--- src/rtl/adc_spi_rx.sv ---
// adc_spi_rx: periodic SPI read of a 12-bit ADC.
// A sample timer launches one 16-bit frame per SAMPLE_DIV clocks. Each frame is
// 4 leading zero bits followed by 12 data bits, MSB first. The 12-bit result is
// presented on data_out together with a one-clock ready pulse.
module adc_spi_rx #(
    parameter int SCLK_DIV   = 4,
    parameter int SAMPLE_DIV = 200
) (
    input  logic        clk,
    input  logic        rst,
    input  logic        en,
    input  logic        miso,
    output logic        sclk,
    output logic        cs_n,
    output logic [11:0] data_out,
    output logic        ready,
    output logic        busy,
    output logic        frame_err,
    output logic        overrun
);

    localparam int TW = (SAMPLE_DIV > 1) ? $clog2(SAMPLE_DIV) : 1;
    localparam int CW = (SCLK_DIV > 1) ? $clog2(SCLK_DIV) : 1;
    localparam logic [TW-1:0] TIMER_LAST = TW'(SAMPLE_DIV - 1);
    localparam logic [CW-1:0] DIV_LAST   = CW'(SCLK_DIV - 1);

    typedef enum logic [1:0] {
        IDLE     = 2'd0,
        CS_SETUP = 2'd1,
        SHIFT    = 2'd2,
        CS_HOLD  = 2'd3
    } state_t;

    // A frame is malformed when any of its four leading bits is set.
    function automatic logic lead_bits_set(input logic [15:0] frame);
        lead_bits_set = (frame[15:12] != 4'b0000);
    endfunction

    state_t          state_r;
    state_t          state_s;
    logic [TW-1:0]   timer_r;
    logic            en_d_r;
    logic            tick_s;
    logic [CW-1:0]   div_cnt_r;
    logic [CW-1:0]   div_cnt_s;
    logic [3:0]      bit_cnt_r;
    logic [3:0]      bit_cnt_s;
    logic            phase_r;
    logic            phase_s;
    logic [15:0]     shift_r;
    logic [15:0]     shift_s;
    logic            sclk_s;
    logic            cs_n_s;
    logic [11:0]     data_s;
    logic            ready_s;
    logic            busy_s;
    logic            ferr_s;
    logic            ovr_s;

    // Sample timer: stays at zero on the first enabled cycle, then counts modulo SAMPLE_DIV.
    always_ff @(posedge clk) begin
        if (rst) begin
            timer_r <= '0;
            en_d_r  <= 1'b0;
        end else if (!en) begin
            timer_r <= '0;
            en_d_r  <= 1'b0;
        end else begin
            en_d_r <= 1'b1;
            if (!en_d_r) begin
                timer_r <= '0;
            end else if (timer_r == TIMER_LAST) begin
                timer_r <= '0;
            end else begin
                timer_r <= timer_r + TW'(1);
            end
        end
    end

    assign tick_s = en && en_d_r && (timer_r == TIMER_LAST);

    // Next-state and next-output logic for the frame sequencer.
    always_comb begin
        state_s   = state_r;
        div_cnt_s = div_cnt_r;
        bit_cnt_s = bit_cnt_r;
        phase_s   = phase_r;
        shift_s   = shift_r;
        sclk_s    = sclk;
        cs_n_s    = cs_n;
        data_s    = data_out;
        ready_s   = 1'b0;
        ferr_s    = frame_err;
        ovr_s     = overrun | (tick_s && (state_r != IDLE));

        if (!en) begin
            // Disable aborts any frame in flight; results and flags are kept.
            state_s   = IDLE;
            div_cnt_s = '0;
            bit_cnt_s = 4'd0;
            phase_s   = 1'b0;
            sclk_s    = 1'b1;
            cs_n_s    = 1'b1;
            ovr_s     = overrun;
        end else begin
            case (state_r)
                IDLE: begin
                    sclk_s    = 1'b1;
                    cs_n_s    = 1'b1;
                    div_cnt_s = '0;
                    if (tick_s) begin
                        state_s = CS_SETUP;
                        cs_n_s  = 1'b0;
                        shift_s = 16'h0000;
                    end else begin
                        state_s = IDLE;
                    end
                end
                CS_SETUP: begin
                    if (div_cnt_r == DIV_LAST) begin
                        state_s   = SHIFT;
                        div_cnt_s = '0;
                        bit_cnt_s = 4'd0;
                        phase_s   = 1'b0;
                        sclk_s    = 1'b0;
                    end else begin
                        div_cnt_s = div_cnt_r + CW'(1);
                    end
                end
                SHIFT: begin
                    if (div_cnt_r == DIV_LAST) begin
                        div_cnt_s = '0;
                        if (!phase_r) begin
                            // Rising SCLK edge: the ADC bit has been stable for a full low phase.
                            phase_s = 1'b1;
                            sclk_s  = 1'b1;
                            shift_s = {shift_r[14:0], miso};
                        end else if (bit_cnt_r == 4'd15) begin
                            state_s = CS_HOLD;
                        end else begin
                            phase_s   = 1'b0;
                            sclk_s    = 1'b0;
                            bit_cnt_s = bit_cnt_r + 4'd1;
                        end
                    end else begin
                        div_cnt_s = div_cnt_r + CW'(1);
                    end
                end
                CS_HOLD: begin
                    if (div_cnt_r == DIV_LAST) begin
                        state_s   = IDLE;
                        div_cnt_s = '0;
                        cs_n_s    = 1'b1;
                        ready_s   = 1'b1;
                        data_s    = shift_r[11:0];
                        ferr_s    = frame_err | lead_bits_set(shift_r);
                    end else begin
                        div_cnt_s = div_cnt_r + CW'(1);
                    end
                end
                default: begin
                    state_s   = IDLE;
                    div_cnt_s = '0;
                    sclk_s    = 1'b1;
                    cs_n_s    = 1'b1;
                end
            endcase
        end

        busy_s = (state_s != IDLE);
    end

    // State and output registers; reset overrides enable and tick.
    always_ff @(posedge clk) begin
        if (rst) begin
            state_r   <= IDLE;
            div_cnt_r <= '0;
            bit_cnt_r <= 4'd0;
            phase_r   <= 1'b0;
            shift_r   <= 16'h0000;
            sclk      <= 1'b1;
            cs_n      <= 1'b1;
            data_out  <= 12'h000;
            ready     <= 1'b0;
            busy      <= 1'b0;
            frame_err <= 1'b0;
            overrun   <= 1'b0;
        end else begin
            state_r   <= state_s;
            div_cnt_r <= div_cnt_s;
            bit_cnt_r <= bit_cnt_s;
            phase_r   <= phase_s;
            shift_r   <= shift_s;
            sclk      <= sclk_s;
            cs_n      <= cs_n_s;
            data_out  <= data_s;
            ready     <= ready_s;
            busy      <= busy_s;
            frame_err <= ferr_s;
            overrun   <= ovr_s;
        end
    end

endmodule
--- config.mk ---
export PLATFORM = sky130hd
export DESIGN_NAME = adc_spi_rx
export DESIGN_NICKNAME = d
export VERILOG_FILES = /design/src/rtl/adc_spi_rx.sv
export SDC_FILE = /design/constraint.sdc
export NUM_CORES = 1
export LEC_CHECK = 0
export CORE_MARGIN = 5
export CORE_UTILIZATION = 50
export DETAILED_ROUTE_END_ITERATION = 6
export GPL_ROUTABILITY_DRIVEN = 0
export GPL_TIMING_DRIVEN = 0
export MAX_ROUTING_LAYER = met4
export PLACE_DENSITY = 0.72
export SLEW_MARGIN = 20
export SYNTH_ARGS = -nofsm -noshare
export SYNTH_HDL_FRONTEND = slang
export SYNTH_SLANG_ARGS = --single-unit
--- constraint.sdc ---
create_clock -name clk -period 1.6 [get_ports clk]
set_clock_uncertainty 0.2 [all_clocks]
set_input_delay 0.16 -clock clk [delete_from_list [all_inputs] [get_ports clk]]
set_output_delay 0.16 -clock clk [all_outputs]
set_load 0.01 [all_outputs]
==> run metrics, run 1 <==
number of antenna violations at the first check in global routing 0; Global Route Usage Sum 0.183; initial cell density of the core 0.527; Req. time, crit path 1.60 ns; part of the Yosys area used for sequential elements 0.487; share of power burned in registers 0.623; internal power consumption 1.62 mW; sum of buffers and inverters on the critical path 1; final worst path period need 1.63 ns; highest achievable clock rate 613 MHz; total core area 0.00406 mm2; largest incremental delay on the critical path 0.37 ns; maximum capacitance violations 0; prevailing post-synth register cell dfxtp_1; power per unit of standard cell area 732 mW/mm2; number of buffers added by the clock tree synthesis step 5; endpoint of the worst register-to-register path shift_r[8]; net count reported at finish 277; share of total power consumed by net switching 0.220; cell type of the slowest stage on the worst timing path dfxtp_4; met3 capacity usage during global routing 0.0488; endpoint class of the critical path flop; GRT busiest layer met2; number of cells traversed by the worst hold path 4; net switching power 0.456 mW; Post-Route Utilization 0.699; initial drt markers 133; number of clock sinks seen by CTS 52; worst supply voltage drop on vdd 0.723 mV; post-synthesis instance total 215; met1 global-route usage 0.235; number of fill cells 313; cell type with the largest total area after synthesis dfxtp_1; overflow left after global routing 0; Hold Path Class input pin to flop; total iterations of the first detailed-routing run 4; endpoint with the worst hold slack state_r[1]; cell area after layout 0.00284 mm2; clock tree from TritonCTS done; P_leak 1.05 nW; series of cell instances along the critical path ha_4, and4b_4, nand4_4, buf_4, a32o_1; max_slew headroom 0.679; maximum number of buffers from clock root to sink 2; share of Yosys cell area claimed by the top area cell type 0.487; clock tree root buffer cell clkbuf_8; io pins 22; period utilisation layout 1.02; crit start category flop; measured slew at the worst slew-check pin 0.482 ns; count of vias placed by the detailed router 1811; DRC violations left 0; Synth async-reset ratio 0; data arrival time at the worst-slack endpoint 1.63 ns; Ant. Diodes 0; sum of negative setup slack -0.194 ns; setup repair after global routing missed its margin true; Clock H-tree levels 2; Clock Pin Slew Worst Setup and Hold Paths 0.10 ns; number of enable-type register cells in the synthesized netlist 0; fraction of layout cells with a size suffix above 1 0.304; floorplan die area 0.00568 mm2; average wire per standard cell 15.2 um; depth of the worst register-to-register path 5; overall routed net length 4.87 mm; most common library cell in the layout ignoring fill and taps dfxtp_1; first-pass GRT wire length 7.77 mm; maximum number of pins on one net before global-route repair 15; Synthesized Nets 222; number of core rows 23; Gate power share 0.032; failing checks negative setup slack; start point of the worst min-delay path rst; count of antenna-violating nets left after detailed routing 0; cell types occupying the most area after synthesis dfxtp_1 49%, a32o_1 5.6%, nand2_1 5.6%; dpl cell area 0.00242 mm2; total of buffers placed on input and output ports 20; clock latency on the worst-skew pair 0.31 ns; number of global-route vias before repair 1668; result of the run finished, violations left; commonest non-fill, non-tap cells in the layout 43 x dfxtp_1, 32 x nand2_1, 23 x buf_4, 18 x a21oi_1, 17 x clkdlybuf4s50_1; post-route setup slack -0.0309 ns; Hold Vio Cnt, Final 0; drt via density 5.66; dominant delay contributor by cell family on the critical path simple AND/OR/NAND/NOR gates; warning count from the yosys run 0; setup slack on the worst flop-to-flop path -0.03 ns; die boundary width 75.4 um; height of the chip 75.4 um; count of non-filler cells in the finished layout 320; fraction of met2 tracks used by global routing 0.282; HPWL after detailed placement 2.76 mm; source of the worst register-to-register timing path timer_r[0]; overall power consumption 2.08 mW; maximum fanout along the worst path 5; number of distinct library cells after synthesis 49; final-report max-slew violation count 0; start-to-end type of the worst setup path flop to flop; Setup Viol. Count Final 11; average instance area after synthesis 9.94 um2; cell area after synthesis 0.00214 mm2; post-synthesis to final-layout area growth 32.8%; FF+latch count, synth 52; share of total power in the clock network 0.345; placed cells 285
==> routing by layer <==
metal | part of all wire | vias up
met3 | 0.046 | 7
li1 | - | 893
met4 | 0.014 | 0
met1 | 0.45 | 870
met2 | 0.49 | 41
met5 | 0 | -
==> logic make-up after synthesis <==
logic type                 synth area share
and+or+nand+nor                       0.214
AOI/OAI and AO/OA                     0.206
DFF                                   0.487
buffers and inverters                0.0533
xor gates and xnor gates             0.0123
adders and majority gates            0.0176
muxes                               0.00937
==> flip-flops by register name, summed over array words and instances, names as in the netlist <==
name / count
shift_r: 16
data_out: 12
timer_r: 8
bit_cnt_r: 4
div_cnt_r: 2
state_r: 2
busy: 1
cs_n: 1
en_d_r: 1
frame_err: 1
overrun: 1
phase_r: 1
ready: 1
sclk: 1
==> power groups by stage <==
stage / logic, mW / clock network [mW] / registers [mW]
4_1_cts: 0.0619 / 0.723 / 1.30
3_3_place_gp: 0.0525 / 0 / 1.33
5_1_grt: 0.0714 / 0.785 / 1.29
2_1_floorplan: 0.0346 / 0 / 1.33
3_5_place_dp: 0.0534 / 0 / 1.33
6_report: 0.0670 / 0.716 / 1.29
==> cells in the mapped netlist (all sizes together) (3+ instances only) <==
master / instances
dfxtp: 52
nand2: 32
a21oi: 22
a32o: 12
buf: 10
nor2: 9
inv: 7
and3: 6
nand3: 6
o21ai: 6
a31o: 5
or3: 4
and2: 3
ha: 3
nand4: 3
==> through the flow <==
step / hold WS, ns / setup WS (ns)
5_1_grt: 0.0922 / -0.0706
4_1_cts: 0.0752 / -0.0297
3_5_place_dp: 0.180 / -0.380
3_3_place_gp: 0.172 / -0.357
2_1_floorplan: 0.0858 / 0.000406
6_report: 0.0694 / -0.0309
==> how the worst max path moves through the flow <==
stage | from | endpoint | slack, ns | cells after the start
2_1_floorplan | bit_cnt_r[1] | sclk | 0.0004 | 4
3_3_place_gp | en | shift_r[5] | -0.36 | 7
3_5_place_dp | en | data_out[3] | -0.38 | 5
4_1_cts | timer_r[0] | shift_r[14] | -0.03 | 5
5_1_grt | timer_r[1] | shift_r[14] | -0.07 | 5
6_report | timer_r[0] | shift_r[8] | -0.03 | 5
==> cell type report <==
cell class | count | area (um2) | area share
plain buffers | 12 | 120 | 0.0423
clock buffers | 6 | 72.6 | 0.0256
clock inverters | 1 | 5.00 | 0.00176
inverters | 7 | 26.3 | 0.00926
multi-input cells | 144 | 1050 | 0.370
flip-flops and latches | 52 | 1060 | 0.373
well taps | 50 | 62.6 | 0.0220
repair buffers | 48 | 444 | 0.157
==> worst min-delay path, delay by kind of cell <==
kind / cells / cell delay [ns]
buf+inv: 2 / 0.22
simple gates: 1 / 0.11
compound gates: 1 / 0.04
==> what timing repair did <==
action / in CTS / in global routing
endpoints found under the setup margin: 37 / 39
hold endpoints to repair: 5 / 0
resized for setup: 22 / 19
hold buffers: 1 / 0
cloned: 1 / 2
setup buffers: 15 / 9
pin swaps: 17 / 10
Power figures use the tool's default switching activity.
==> run 2, diff against run 1 <==
--- a/config.mk
+++ b/config.mk
@@ -5,8 +5,10 @@
 export SDC_FILE = /design/constraint.sdc
 export NUM_CORES = 1
 export LEC_CHECK = 0
+export CELL_PAD_IN_SITES_DETAIL_PLACEMENT = 1
+export CELL_PAD_IN_SITES_GLOBAL_PLACEMENT = 2
 export CORE_MARGIN = 5
-export CORE_UTILIZATION = 50
+export CORE_UTILIZATION = 32
 export DETAILED_ROUTE_END_ITERATION = 6
 export GPL_ROUTABILITY_DRIVEN = 0
 export GPL_TIMING_DRIVEN = 0
==> constraint.sdc (replaced) <==
create_clock -name clk -period 1.5 [get_ports clk]
set_clock_uncertainty 0.2 [all_clocks]
set_input_delay 0.15 -clock clk [delete_from_list [all_inputs] [get_ports clk]]
set_output_delay 0.15 -clock clk [all_outputs]
set_load 0.01 [all_outputs]
==> run 2 against run 1 <==
  * The flow still finishes with violations (negative setup slack)
  * Wire length increased by 16%
  * Sequential power increased by 7%
  * Maximum frequency increased by 1.1%
  * Clock power increased by 15%
  * Critical path type unchanged
  * Largest power group unchanged
==> run metrics, run 2 (synthesized netlist as in run 1, its figures left out) <==
result of the run finished, violations left; failing checks negative setup slack; Clock Pin Slew Worst Setup and Hold Paths 0.10 ns (about the same); average wire per standard cell 16.2 um (+6.7%); first-pass GRT wire length 9.60 mm (+24%); number of flip-flops in the largest register 16 (unchanged); height of the chip 91.7 um (+22%); final-report max-slew violation count 0 (unchanged); share of total power consumed by net switching 0.234 (+0.0137); maximum number of buffers from clock root to sink 2 (unchanged); placed cells 312 (+9.5%); drt via density 5.18 (-8.5%); final worst path period need 1.61 ns (-0.0183 ns); share of total power in the clock network 0.362 (+0.017); number of global-route vias before repair 1953 (+17%); initial cell density of the core 0.333 (-0.194); Ant. Diodes 0 (unchanged); Req. time, crit path 1.50 ns (-0.10 ns); initial drt markers 49 (-63%); most common library cell in the layout ignoring fill and taps dfxtp_1; fraction of layout cells with a size suffix above 1 0.402 (+0.0985); power per unit of standard cell area 754 mW/mm2 (+3.0%); total of buffers placed on input and output ports 20 (unchanged); Setup Viol. Count Final 34 (+23); Hold Path Class input pin to flop; crit start category flop; number of buffers added by the clock tree synthesis step 5 (unchanged); total iterations of the first detailed-routing run 4 (unchanged); net switching power 0.529 mW (+16%); net count reported at finish 277 (unchanged); HPWL after detailed placement 3.48 mm (+26%); clock latency on the worst-skew pair 0.30 ns (about the same); highest achievable clock rate 620 MHz (+1.1%); data arrival time at the worst-slack endpoint 1.62 ns (about the same); measured slew at the worst slew-check pin 0.659 ns (+0.178 ns); sum of negative setup slack -2.36 ns (-2.16 ns); Post-Route Utilization 0.468 (-0.231); share of power burned in registers 0.607 (-0.016); depth of the worst register-to-register path 5 (unchanged); DRC violations left 0 (unchanged); start-to-end type of the worst setup path flop to flop; maximum fanout along the worst path 5 (unchanged); endpoint class of the critical path flop; overall routed net length 5.65 mm (+16%); die boundary width 91.7 um (+22%); maximum number of pins on one net before global-route repair 18 (+3); biggest regs shift_r x16, data_out x12, timer_r x8; number of clock sinks seen by CTS 52 (unchanged); Hold Vio Cnt, Final 0 (unchanged); Clock H-tree levels 2 (unchanged); setup repair after global routing missed its margin true; clock tree root buffer cell clkbuf_8; max_slew headroom 0.560 (-0.119); io pins 22 (unchanged); commonest non-fill, non-tap cells in the layout 40 x dfxtp_1, 21 x nand2_1, 19 x buf_4, 19 x dlygate4sd2_1; clock tree from TritonCTS done; post-synthesis to final-layout area growth 40.6%; count of non-filler cells in the finished layout 348 (+8.8%); overflow left after global routing 0 (unchanged); period utilisation layout 1.08 (+0.0557); Gate power share 0.031 (about the same); overall power consumption 2.27 mW (+9.1%); number of antenna violations at the first check in global routing 0 (unchanged); number of core rows 29 (+26%); internal power consumption 1.74 mW (+7.2%); number of fill cells 711 (+130%); count of vias placed by the detailed router 1802 (-0.50%); P_leak 1.12 nW (+6.3%); post-route setup slack -0.113 ns (-0.0817 ns); Global Route Usage Sum 0.142 (-0.0411); number of cells traversed by the worst hold path 4 (unchanged); count of antenna-violating nets left after detailed routing 0 (unchanged); worst supply voltage drop on vdd 0.588 mV (-19%); maximum capacitance violations 0 (unchanged); Setup WS pre-CTS -0.488 ns (-0.108 ns); total core area 0.00642 mm2 (+58%); floorplan die area 0.00841 mm2 (+48%); register with the most flip-flops shift_r
[run 2: changes by cell type in the layout (fill, tap and decap cells not counted), moves of 4 or more]
cell and change:
dlygate4sd2_1 +18, a21oi_1 -11, nand2_1 -11, clkdlybuf4s50_1 -16
buf_4 -4, a21oi_2 +11, nand2_4 +10
[run 2: metal layers]
metal,routed length [um],GRT usage,vias to the layer above
met5,0,-,-
met4,29,0.0322,0
met3,125,0.0270,2
met2,2970,0.256,17
met1,2520,0.163,882
li1,-,-,901
[run 2: worst paths after layout]
path,endpoint,start,slack [ns]
setup / recovery,shift_r[9],timer_r[1],-0.11
hold / removal,state_r[1],rst,0.05
setup reg to reg,shift_r[9],timer_r[1],-0.11
hold reg to reg,div_cnt_r[0],div_cnt_r[0],0.24
[run 2: area by class of cell]
class | count | area (um2) | share of cell area
multi-input cells | 144 | 1170 | 0.391
repair buffers | 48 | 424 | 0.141
well taps | 77 | 96.3 | 0.0321
clock buffers | 5 | 68.8 | 0.0229
plain buffers | 12 | 126 | 0.0420
clock inverters | 3 | 22.5 | 0.00749
flip-flops and latches | 52 | 1070 | 0.355
inverters | 7 | 26.3 | 0.00874
[run 2: per-stage QoR]
stage               instance area, um2  hold slack (ns)
floorplan                         2190           0.0758
global placement                  2480            0.169
detailed placement                2480            0.171
CTS                               2820           0.0563
global route                      3010           0.0726
finish                            3010           0.0549
[run 2: critical path: stages (launching register included)]
cell and delay (ns):
dfxtp_2 0.36, ha_4 0.14, and4b_4 0.26, nand4_4 0.14
buf_6 0.19, a32o_1 0.24
[run 2: repair_timing]
item / in CTS / in global routing
resized for setup: 46 / 45
hold buffers: 1 / 0
setup buffers: 19 / 4
endpoints found under the setup margin: 61 / 45
cloned: 4 / 0
hold endpoints to repair: 5 / 0
pin swaps: 22 / 27
[run 2: power groups by stage]
stage | clock network, mW | logic [mW] | registers (mW)
floorplan | 0 | 0.0368 | 1.42
global placement | 0 | 0.0586 | 1.42
detailed placement | 0 | 0.0584 | 1.42
CTS | 0.858 | 0.0652 | 1.38
global route | 0.911 | 0.0758 | 1.38
finish | 0.820 | 0.0700 | 1.38
